--- src/rtl/spike_window_classifier_pkg.sv ---
// Shared definitions for the spike window classifier: FSM encoding,
// default sizing and the counter saturation limit.
package spike_window_classifier_pkg;

    localparam int DEF_N     = 4;
    localparam int DEF_CNT_W = 4;
    localparam int DEF_WIN_W = 8;

    typedef enum logic [1:0] {
        ST_IDLE    = 2'd0,
        ST_COUNT   = 2'd1,
        ST_COMPARE = 2'd2,
        ST_HOLD    = 2'd3
    } state_t;

    function automatic int sat_max(input int width);
        return (1 << width) - 1;
    endfunction

endpackage

--- src/rtl/spike_window_classifier_sat_counter.sv ---
// Saturating per-neuron spike counter; clear wins over inc, holds at all-ones.
module sat_spike_counter
    import spike_window_classifier_pkg::*;
#(
    parameter int CNT_W = DEF_CNT_W
) (
    input  logic             clk,
    input  logic             reset,
    input  logic             clear,
    input  logic             inc,
    output logic [CNT_W-1:0] count
);

    localparam logic [CNT_W-1:0] CNT_MAX = CNT_W'(sat_max(CNT_W));

    always_ff @(posedge clk) begin
        if (reset || clear) begin
            count <= '0;
        end else if (inc && (count != CNT_MAX)) begin
            count <= count + 1'b1;
        end
    end

endmodule

--- src/rtl/spike_window_classifier.sv ---
// Integrates neuron spikes over a window of enabled cycles, then scans the
// counters one neuron per cycle to pick the most active neuron.
//
// state   | meaning
// IDLE    | waiting for start; previous result and counts remain visible
// COUNT   | integrating spikes on enabled cycles until the window expires
// COMPARE | scanning neuron counts 0..N-1, one per cycle
// HOLD    | result valid, waiting for result_ready
module spike_window_classifier
    import spike_window_classifier_pkg::*;
#(
    parameter int N     = DEF_N,
    parameter int CNT_W = DEF_CNT_W,
    parameter int WIN_W = DEF_WIN_W,
    localparam int IDX_W = (N > 1) ? $clog2(N) : 1
) (
    input  logic               clk,
    input  logic               reset,
    input  logic               enable,
    input  logic [N-1:0]       spikes_in,
    input  logic [WIN_W-1:0]   window_len,
    input  logic               start,
    output logic               busy,
    output logic               result_valid,
    input  logic               result_ready,
    output logic [IDX_W-1:0]   winner,
    output logic [CNT_W-1:0]   winner_count,
    output logic               tie,
    output logic [N*CNT_W-1:0] spike_counts
);

    state_t           state;
    logic [WIN_W-1:0] remaining;
    logic [IDX_W-1:0] scan_idx;
    logic [CNT_W-1:0] counts [N];
    logic [CNT_W-1:0] scan_count;
    logic             accept;
    logic             count_en;

    assign accept     = (state == ST_IDLE) && start;
    assign count_en   = (state == ST_COUNT) && enable;
    assign scan_count = counts[scan_idx];

    for (genvar g = 0; g < N; g++) begin : g_cnt
        sat_spike_counter #(.CNT_W(CNT_W)) u_cnt (
            .clk   (clk),
            .reset (reset),
            .clear (accept),
            .inc   (count_en && spikes_in[g]),
            .count (counts[g])
        );
        assign spike_counts[g*CNT_W +: CNT_W] = counts[g];
    end

    always_ff @(posedge clk) begin
        if (reset) begin
            state        <= ST_IDLE;
            remaining    <= '0;
            scan_idx     <= '0;
            winner       <= '0;
            winner_count <= '0;
            tie          <= 1'b0;
            busy         <= 1'b0;
            result_valid <= 1'b0;
        end else begin
            case (state)
                ST_IDLE: begin
                    if (start) begin
                        state        <= ST_COUNT;
                        busy         <= 1'b1;
                        // A zero-length window still integrates one enabled cycle.
                        remaining    <= (window_len == '0) ? WIN_W'(1) : window_len;
                        scan_idx     <= '0;
                        winner       <= '0;
                        winner_count <= '0;
                        tie          <= 1'b0;
                    end
                end
                ST_COUNT: begin
                    if (enable) begin
                        remaining <= remaining - 1'b1;
                        if (remaining == WIN_W'(1)) begin
                            state <= ST_COMPARE;
                        end
                    end
                end
                ST_COMPARE: begin
                    // Strictly-greater replaces, so the lowest index keeps a tied win.
                    if (scan_count > winner_count) begin
                        winner       <= scan_idx;
                        winner_count <= scan_count;
                        tie          <= 1'b0;
                    end else if ((scan_count == winner_count) && (scan_count != '0)) begin
                        tie <= 1'b1;
                    end
                    if (scan_idx == IDX_W'(N - 1)) begin
                        state        <= ST_HOLD;
                        result_valid <= 1'b1;
                    end else begin
                        scan_idx <= scan_idx + 1'b1;
                    end
                end
                ST_HOLD: begin
                    if (result_ready) begin
                        state        <= ST_IDLE;
                        busy         <= 1'b0;
                        result_valid <= 1'b0;
                    end
                end
                default: begin
                    state        <= ST_IDLE;
                    busy         <= 1'b0;
                    result_valid <= 1'b0;
                end
            endcase
        end
    end

endmodule

--- config.mk ---
export PLATFORM = sky130hd
export DESIGN_NAME = spike_window_classifier
export DESIGN_NICKNAME = d
export VERILOG_FILES = /design/src/rtl/spike_window_classifier_pkg.sv /design/src/rtl/spike_window_classifier_sat_counter.sv /design/src/rtl/spike_window_classifier.sv
export SDC_FILE = /design/constraint.sdc
export NUM_CORES = 1
export LEC_CHECK = 0
export CAP_MARGIN = 15
export CORE_MARGIN = 2
export CORE_UTILIZATION = 40
export DETAILED_ROUTE_END_ITERATION = 8
export GPL_TIMING_DRIVEN = 0
export PLACE_DENSITY = 0.61
export SLEW_MARGIN = 10
export SYNTH_ARGS = -nofsm -noshare
export SYNTH_HDL_FRONTEND = slang
export SYNTH_SLANG_ARGS = --single-unit
--- constraint.sdc ---
create_clock -name clk -period 3.7 [get_ports clk]
set_clock_uncertainty 0.2 [all_clocks]
set_input_delay 0.74 -clock clk [delete_from_list [all_inputs] [get_ports clk]]
set_output_delay 0.74 -clock clk [all_outputs]
set_load 0.02 [all_outputs]
==> impl_results.md, run 1 <==
* Status: complete, no violations
* Largest area contributor in the netlist: dfxtp_1
* Clk sink count at 37
* Min-delay src: winner[0]
* Synthesized area at 2196 um^2
* Syn_nets at 289
* Req. time, crit path at 3720 ps
* Tot GR Track Use at 0.1798
* Critical path's largest stage delay at 650 ps
* CP endpoint kind: register
* Number of top-level pins at 42
* CTS tree: done
* Routed wire length at 5.200 mm
* Critical path class: reg -> reg
* Per-cell routed wire length at 13.83 um
* Full die area at 6098 um^2
* Startpoint types: register
* P_leak at 0.9632 nW
* Max-slew violation count at 0
* Hold Slack at 281.5 ps
* Synth warnings at 0
* Worst hold-check path type: reg -> reg
* Antenna diodes at 0
* R2r setup slk at 510 ps
* Slowest stage cell, crit path: a2111oi_2
* Clock buffer depth at 2
* Fraction of layout cells with a size suffix above 1 at 0.06209
* FF-to-FF Start: scan_idx[1]
* Tightest Pin Transition at 660.2 ps
* Final setup viols at 0
* Initial Utilization at 0.4219
* Fillcell total at 508
* DRC viols at 0
* Syn_area_per_cell at 8.544 um^2
* DR pass1 iterations at 4
* Synthesized instance count at 257
* Pwr dens at 502.3 nW/um^2
* Avg Vias per Cell at 5.370
* GPL Wtd Cong at 0.8079
* Area Overhead vs Synth at 26.67%
* Vias in the first global route at 1,802
* Sequential area share after synthesis at 0.3373
* Top_reg_cell synth: dfxtp_1
* First-pass GRT wire length at 8.714 mm
* Critical path origin: scan_idx[1]
* Synth cell count leaders: dfxtp_1 (37), nor2_1 (31), a21oi_1 (20)
* DR iter-0 viols at 75
* Share of the synthesized area in the top cell type at 0.3373
* # rows at 26
* Routed Antenna Nets at 0
* Setup TNS at 0 ps
* DPL Wire Length at 3.927 mm
* Hold Vio Cnt, Final at 0
* Crit path DAT at 3210 ps
* RSZ-0062 raised after global routing: false
* CP cell instances: clkbuf_1, mux4_2, ha_1, and4b_1, a2111oi_2, o21ai_0, a21oi_1
* Async SR Flop Fraction at 0
* Final nets at 337
* Area of the core at 5205 um^2
* Flip-flop and latch area at 740.7 um^2
* #FFs+latches synth at 37
* TritonCTS buffer count at 5
* Number of flops mapped to enable cells by yosys at 0
* Rel. slew slack at 0.5590
* Multi-input logic area at 1351 um^2
* Tcrit/Tclk final at 0.8621
* Largest net degree at the start of global routing at 12
* GRT overflow at 0
* Initial antenna violation count at 0
* Die height at 78.09 um
* Count leader, synth: dfxtp_1
* Maximum vdd ir drop at 313.3 uV
* Crit-path max FO at 7
* Number of distinct library cells after synthesis at 45
* H-tree depth at 2
* Root Buffer: clkbuf_8
* Worst-path clk slew at 70 ps
* Hold buffer count at CTS at 0
* Minimum clock period at 3190 ps
* Top post-synthesis cells by area: dfxtp_1 (34%), ha_1 (8.5%), nor2_1 (5.3%), xnor2_1 (4.8%), a21oi_1 (4.6%)
* Max Cap Viol at 0
* Port Buffers at 41
* Worst-skew pair later-pin latency at 290 ps
* Chip width at 78.09 um
* Fmax at 313.5 MHz
* Vias at 2,019
==> where the power goes <==
part | total, mW | internal [mW] | leakage [nW] | switching (mW)
registers | 0.513 | 0.454 | 0.301 | 0.0591
clock network | 0.268 | 0.130 | 0.0450 | 0.138
logic | 0.615 | 0.254 | 0.618 | 0.361
==> layer usage <==
layer  share of wire  GRT usage  up-vias
met5               0          0        -
li1                -          -     1027
met3           0.040    0.04138        5
met2            0.45     0.2767       33
met4          0.0088    0.04386        0
met1            0.50     0.2560      954
==> area by class of cell <==
cell class | count | area share
inverters | 14 | 0.01889
well taps | 70 | 0.03149
flip-flops and latches | 37 | 0.2663
repair buffers | 41 | 0.1475
clock inverters | 2 | 0.003599
clock buffers | 6 | 0.02609
plain buffers | 13 | 0.02024
multi-input cells | 193 | 0.4858
==> cell usage in the layout (no fill, tap or decap), types with 4 or more instances in the layout <==
cell type / n
a211oi_1: 5
a21oi_1: 20
a311oi_1: 4
a31oi_1: 6
clkbuf_1: 12
clkbuf_8: 5
clkdlybuf4s50_1: 41
dfxtp_1: 37
ha_1: 15
inv_1: 14
mux2i_1: 7
mux4_2: 4
nand2_1: 10
nand2b_1: 7
nand3_1: 15
nor2_1: 31
nor2b_1: 4
nor3_1: 7
o21ai_0: 14
xnor2_1: 12
==> final timing paths <==
path                      to  cells past startpoint
min                winner[0]                      2
min reg2reg        winner[0]                      2
max reg2reg  winner_count[2]                      7
max          winner_count[2]                      7
==> flip-flops by register name (all words and copies together) (netlist names) <==
name / cells
busy: 1
g_cnt.u_cnt.count: 16
remaining: 8
result_valid: 1
scan_idx: 2
state: 2
tie: 1
winner: 2
winner_count: 4
==> critical path, delay by kind of cell (launching register included) <==
family                   cells  cell delay (ps)
buffers and inverters        1              390
adder cells (fa/ha/maj)      1              350
flip-flops                   1              330
AND/OR/NAND/NOR              1              220
multiplexers                 1              610
AO/OA/AOI/OAI                3             1020
==> cell families after synthesis <==
group           share of synthesized area
compound gates                     0.1966
flops                              0.3373
xor+xnor                          0.04786
buf+inv                           0.04957
fa+ha+maj                         0.08547
mux                               0.07807
simple gates                       0.2051
==> through the flow <==
stage / setup slack (ps) / std cells / total power, mW / util / area, um^2
2_1_floorplan: 736.4 / 257 / 0.9723 / - / 2196
3_3_place_gp: 292.5 / 368 / 1.129 / 0.5175 / 2694
3_5_place_dp: 219.7 / 368 / 1.135 / 0.5175 / 2694
4_1_cts: 196.5 / 376 / 1.411 / 0.5334 / 2776
5_1_grt: 242.1 / 376 / 1.513 / 0.5344 / 2781
6_report: 510.3 / 376 / 1.397 / 0.5344 / 2781
==> repair_timing <==
item,in CTS,in global routing
setup buffers,0,0
gates resized for setup,0,1
hold endpoints to repair,0,0
endpoints found under the setup margin,0,7
(Power assumes the default switching activity.)
==> run 2: changes to the inputs <==
- CORE_MARGIN: 2 -> 3
- CORE_UTILIZATION: 40 -> 52
- PLACE_DENSITY: 0.61 -> 0.76
- SYNTH_HIERARCHICAL: default -> 1
==> run 2 against run 1 <==
Compared with the run above:
- first-iteration DRC count increased by 68%
- setup slack gained 230 ps
- combinational power increased by 13%
- maximum frequency grew 7.6%
- cell count down 3.5%
- critical path type is now in -> reg
- largest cell class unchanged
- largest power group unchanged
==> impl_results.md, run 2 <==
* Status: complete, no violations
* Top post-synthesis cells by area: dfxtp_1 (32%), ha_1 (8.1%), a21oi_1 (5.2%), nand2_1 (4.7%), mux2i_1 (3.9%)
* Setup WS post-layout at 736.5 ps
* Root Buffer: clkbuf_8
* Share of the synthesized area in the top cell type at 0.3212
* Largest register by flop count: g_cnt.u_cnt/count
* Area Overhead vs Synth at 24.90%
* Power Total at 1.536 mW
* DR iter-0 viols at 126
* Vias in the first global route at 1,991
* Synthesized instance count at 264
* Port Buffers at 41
* Antenna diodes at 0
* Fraction of layout cells with a size suffix above 1 at 0.09585
* Async SR Flop Fraction at 0
* Top_reg_cell synth: dfxtp_1
* Synth warnings at 6
* DPL Wire Length at 3.969 mm
* CTS resizes at 0
* Sequential Power Share at 0.346
* Post-CTS setup buffer count at 0
* Number of distinct library cells after synthesis at 47
* Rel. slew slack at 0.6022
* Syn_nets at 296
* DR pass1 iterations at 4
* Area of the core at 4144 um^2
* H-tree depth at 2
* Pre-CTS WS at 437.8 ps
* Number of flops mapped to enable cells by yosys at 0
* Largest net degree at the start of global routing at 14
* Synth cell count leaders: dfxtp_1 (37), nand2_1 (29), a21oi_1 (24)
* Placed cell area at 2779 um^2
* Tcrit/Tclk final at 0.8009
* R2r setup slk at 980 ps
* Req. time, crit path at 3640 ps
* Clk sink count at 37
* CTS tree: done
* GPL Wtd Cong at 0.8616
* RSZ-0062 raised after global routing: false
* Vias at 2,122
* Max reg flops at 16
* Comb pwr share at 0.452
* Hold Slack at 264.3 ps
* Clk pwr share at 0.203
* CP endpoint kind: register
* Hold path cells at 2
* Routed Antenna Nets at 0
* Max-slew violation count at 0
* Most common cell after layout, fill and taps aside: clkdlybuf4s50_1
* First-pass GRT wire length at 9.108 mm
* Crit-path max FO at 13
* Biggest regs: g_cnt.u_cnt/count (16), remaining (8), winner_count (4)
* Worst-skew pair later-pin latency at 290 ps
* RR Endpoint: winner[0]
* GRT overflow at 0
* Count leader, synth: dfxtp_1
* Post-placement cell count at 355
* Worst hold-check path type: reg -> reg
* Most frequent cells in the layout: clkdlybuf4s50_1 (41), dfxtp_1 (37), nand2_1 (29)
* Setup TNS at 0 ps
* Maximum vdd ir drop at 505.2 uV
* Largest area contributor in the netlist: dfxtp_1
* FF-to-FF Start: scan_idx[0]
* Number of cells on the worst reg-to-reg path at 7
* Worst-path clk slew at 80 ps
* Post-Layout Inst Area at 2880 um^2
* Clock buffer depth at 2
* Chip width at 72.59 um
* Tot GR Track Use at 0.2163
* P_leak at 1.123 nW
* P_int at 0.9109 mW
* # rows at 23
* Initial antenna violation count at 0
* Pwr dens at 533.4 nW/um^2
* Fmax at 337.4 MHz
* Avg Vias per Cell at 5.846
* Sw Ratio at 0.4071
* Startpoint types: primary input
* Minimum clock period at 2964 ps
* DRC viols at 0
* Crit path DAT at 2900 ps
* Routed wire length at 5.293 mm
* Critical path class: in -> reg
* Max Cap Viol at 0
* #FFs+latches synth at 37
* Per-cell routed wire length at 14.58 um
* Fin cells at 363
* Fin util at 0.6950
* Hold endpoint: winner[1]
* Synthesized area at 2306 um^2
* Final setup viols at 0
* Number of top-level pins at 42
* Hold Vio Cnt, Final at 0
* Initial Utilization at 0.5565
* Syn_area_per_cell at 8.735 um^2
* Min-delay src: winner[1]
* Sequential area share after synthesis at 0.3212
* Full die area at 5269 um^2
* Hold buffer count at CTS at 0
* Tightest Pin Transition at 588.9 ps
* Switch Pwr at 0.6254 mW
* Final nets at 344
* TritonCTS buffer count at 5
* Die height at 72.59 um
==> run 2: cell type report <==
cell class / count / area [um^2]
multi-input combinational: 198 / 1446
fill: 371 / 1264
sequential: 37 / 740.7
timing repair buffer: 41 / 410.4
clock buffer: 7 / 96.34
inverter: 19 / 71.32
tap: 50 / 62.56
buffer: 10 / 47.55
clock inverter: 1 / 5.005
==> run 2: worst max-delay path: stages <==
cell and delay (ps):
clkdlybuf4s50_1 820, clkbuf_1 400, nand2b_1 170, o22ai_1 70, a41oi_1 490, o32ai_1 200
==> run 2: power by group through the flow <==
stage	Sequential [mW]	Clock, mW	Combinational (mW)
final	0.531	0.311	0.694
after global routing	0.538	0.335	0.786
after CTS	0.529	0.319	0.690
after detailed placement	0.538	0	0.682
after global placement	0.536	0	0.674
after floorplan	0.530	0	0.522
==> run 2: kinds of logic after synthesis <==
| logic type | Yosys count | synth area share |
|---|---|---|
| AND/OR/NAND/NOR | 104 | 0.2480 |
| AO/OA/AOI/OAI | 65 | 0.2116 |
| flip-flops | 37 | 0.3212 |
| buffers and inverters | 29 | 0.05154 |
| adder cells (fa/ha/maj) | 15 | 0.08139 |
| multiplexers | 14 | 0.08627 |
==> run 2: how the worst max path moves through the flow <==
stage | startpoint | endpoint | cells after the start
2_1_floorplan | scan_idx[0] | winner[0] | 7
3_3_place_gp | reset | winner_count[3] | 6
3_5_place_dp | reset | winner_count[0] | 6
4_1_cts | reset | winner_count[0] | 6
5_1_grt | reset | winner[0] | 6
6_report | reset | winner[0] | 6
==> run 2: routing by layer <==
layer	up-vias	share of wire	track usage
met4	0	0.012	0.06148
met5	-	0	0
met3	6	0.043	0.04132
met2	50	0.47	0.3627
met1	988	0.48	0.2827
li1	1078	-	-
==> run 3: changes to the inputs <==
- clock period: 3.7 -> 2.8 ns (I/O delays scaled with it)
==> run 3 against run 2 <==
Compared with the run above:
- combinational power up 33%
- first-iteration DRC count grew 4.0%
- total power increased by 33%
- non-clock buffer count stayed put
- critical path type unchanged
- largest cell class unchanged
- die area stayed put
- wire length barely moved
- worst hold slack better by 2.6 ps
- final area increased by 0.26%
- sequential cell count unchanged
==> impl_results.md, run 3 (synthesized netlist as in run 2, its figures left out) <==
* Clk sink count at 37
* Fmax at 384.3 MHz
* Hold Vio Cnt, Final at 0
* DPL Wire Length at 3.969 mm
* Antenna diodes at 0
* Pre-CTS WS at -282.2 ps
* Comb pwr share at 0.453
* Largest register by flop count: g_cnt.u_cnt/count
* CP Capture Point: winner[0]
* Req. time, crit path at 2760 ps
* Sw Ratio at 0.4083
* Chip width at 72.59 um
* Worst-path clk slew at 80 ps
* Minimum clock period at 2602 ps
* Sequential Power Share at 0.345
* RSZ-0062 raised after global routing: false
* Fillcell total at 371
* Critical path's largest stage delay at 820 ps
* Port Buffers at 41
* H-tree depth at 2
* Status: complete, no violations
* GRT overflow at 0
* Routed wire length at 5.298 mm
* Clk pwr share at 0.203
* Setup TNS at 0 ps
* Number of cells on the worst reg-to-reg path at 7
* Critical path class: in -> reg
* DRC viols at 0
* Hold buffer count at CTS at 0
* Post-CTS setup buffer count at 0
* TritonCTS buffer count at 5
* Post-Layout Inst Area at 2888 um^2
* CP cell instances: clkdlybuf4s50_1, clkbuf_1, nand2b_1, o22ai_1, a41oi_2, o32ai_1
* Vias in the first global route at 1,991
* Most frequent cells in the layout: clkdlybuf4s50_1 (41), dfxtp_1 (37), nand2_1 (29)
* Routed Antenna Nets at 0
* Max reg flops at 16
* Max-slew violation count at 0
* Startpoint types: primary input
* Slowest stage cell, crit path: clkdlybuf4s50_1
* Area Overhead vs Synth at 25.23%
* DR pass1 iterations at 4
* Initial antenna violation count at 0
* Crit-path max FO at 13
* Avg Vias per Cell at 5.906
* Max Cap Viol at 0
* Clock buffer depth at 2
* Largest net degree at the start of global routing at 14
* Root Buffer: clkbuf_8
* Per-cell routed wire length at 14.60 um
* Pwr dens at 705.5 nW/um^2
* Crit path DAT at 2560 ps
* Biggest regs: g_cnt.u_cnt/count (16), remaining (8), winner_count (4)
* Vias at 2,144
* P_leak at 1.123 nW
* CTS resizes at 0
* Placed cell area at 2779 um^2
* Most common cell after layout, fill and taps aside: clkdlybuf4s50_1
* Area of the core at 4144 um^2
* Die height at 72.59 um
* Final nets at 344
* Worst-skew pair later-pin latency at 290 ps
* Maximum vdd ir drop at 671.7 uV
* Number of top-level pins at 42
* P_int at 1.206 mW
* Fin cells at 363
* DR iter-0 viols at 131
* FF-to-FF Start: scan_idx[0]
* Post-placement cell count at 355
* Critical path origin: reset
* Rel. slew slack at 0.5977
* Switch Pwr at 0.8319 mW
* CP endpoint kind: register
* Full die area at 5269 um^2
* Initial Utilization at 0.5565
* Final setup viols at 0
* RR Endpoint: winner[0]
* CTS tree: done
* GPL Wtd Cong at 0.8616
* Tot GR Track Use at 0.2163
* Tcrit/Tclk final at 0.9292
* # rows at 23
* Fraction of layout cells with a size suffix above 1 at 0.09904
* R2r setup slk at 260 ps
* First-pass GRT wire length at 9.108 mm
* Setup WS post-layout at 198.1 ps
* Worst hold-check path type: reg -> reg
* Tightest Pin Transition at 598.0 ps
run 3: changes by cell type in the layout (fill, tap and decap cells not counted):
cell / before / now
a41oi_1: 1 / 0
a41oi_2: 0 / 1
run 3: metrics by stage:
step	util	hold WS [ps]	total power [mW]
5_1_grt	0.6969	322.8	2.197
3_3_place_gp	0.6706	246.1	1.599
4_1_cts	0.6950	265.9	2.033
2_1_floorplan	-	280.3	1.389
6_report	0.6969	266.8	2.037
3_5_place_dp	0.6706	249.9	1.612
run 3: per-layer routing:
metal / part of all wire / GRT usage / up-vias
met2: 0.46 / 0.3627 / 58
met5: 0 / 0 / -
met1: 0.48 / 0.2827 / 1000
met3: 0.042 / 0.04132 / 8
met4: 0.013 / 0.06148 / 0
li1: - / - / 1078
run 3: layout make-up:
class | count | area (um^2) | area share
flip-flops and latches | 37 | 740.7 | 0.2565
multi-input cells | 198 | 1454 | 0.5035
plain buffers | 10 | 47.55 | 0.01646
repair buffers | 41 | 410.4 | 0.1421
clock inverters | 1 | 5.005 | 0.001733
inverters | 19 | 71.32 | 0.02470
well taps | 50 | 62.56 | 0.02166
clock buffers | 7 | 96.34 | 0.03336
run 3: worst max-delay path, delay by kind of cell:
family | cells | cell delay [ps]
buf+inv | 2 | 1220
compound gates | 3 | 600
simple gates | 1 | 170
run 3: power by group through the flow:
stage | clock network [mW] | registers (mW) | logic [mW]
after floorplan | 0 | 0.700 | 0.689
after global placement | 0 | 0.708 | 0.891
after detailed placement | 0 | 0.711 | 0.901
after CTS | 0.421 | 0.700 | 0.912
after global routing | 0.442 | 0.711 | 1.04
final | 0.413 | 0.702 | 0.922
run 3: worst min path at each step:
stage	depth (start not counted)	slack, ps	endpoint	startpoint
6_report	2	270	winner[1]	winner[1]
5_1_grt	2	320	winner_count[2]	winner_count[2]
4_1_cts	2	270	winner[1]	winner[1]
3_5_place_dp	2	250	winner[1]	winner[1]
3_3_place_gp	2	250	winner[0]	winner[0]
2_1_floorplan	2	280	remaining[7]	remaining[7]
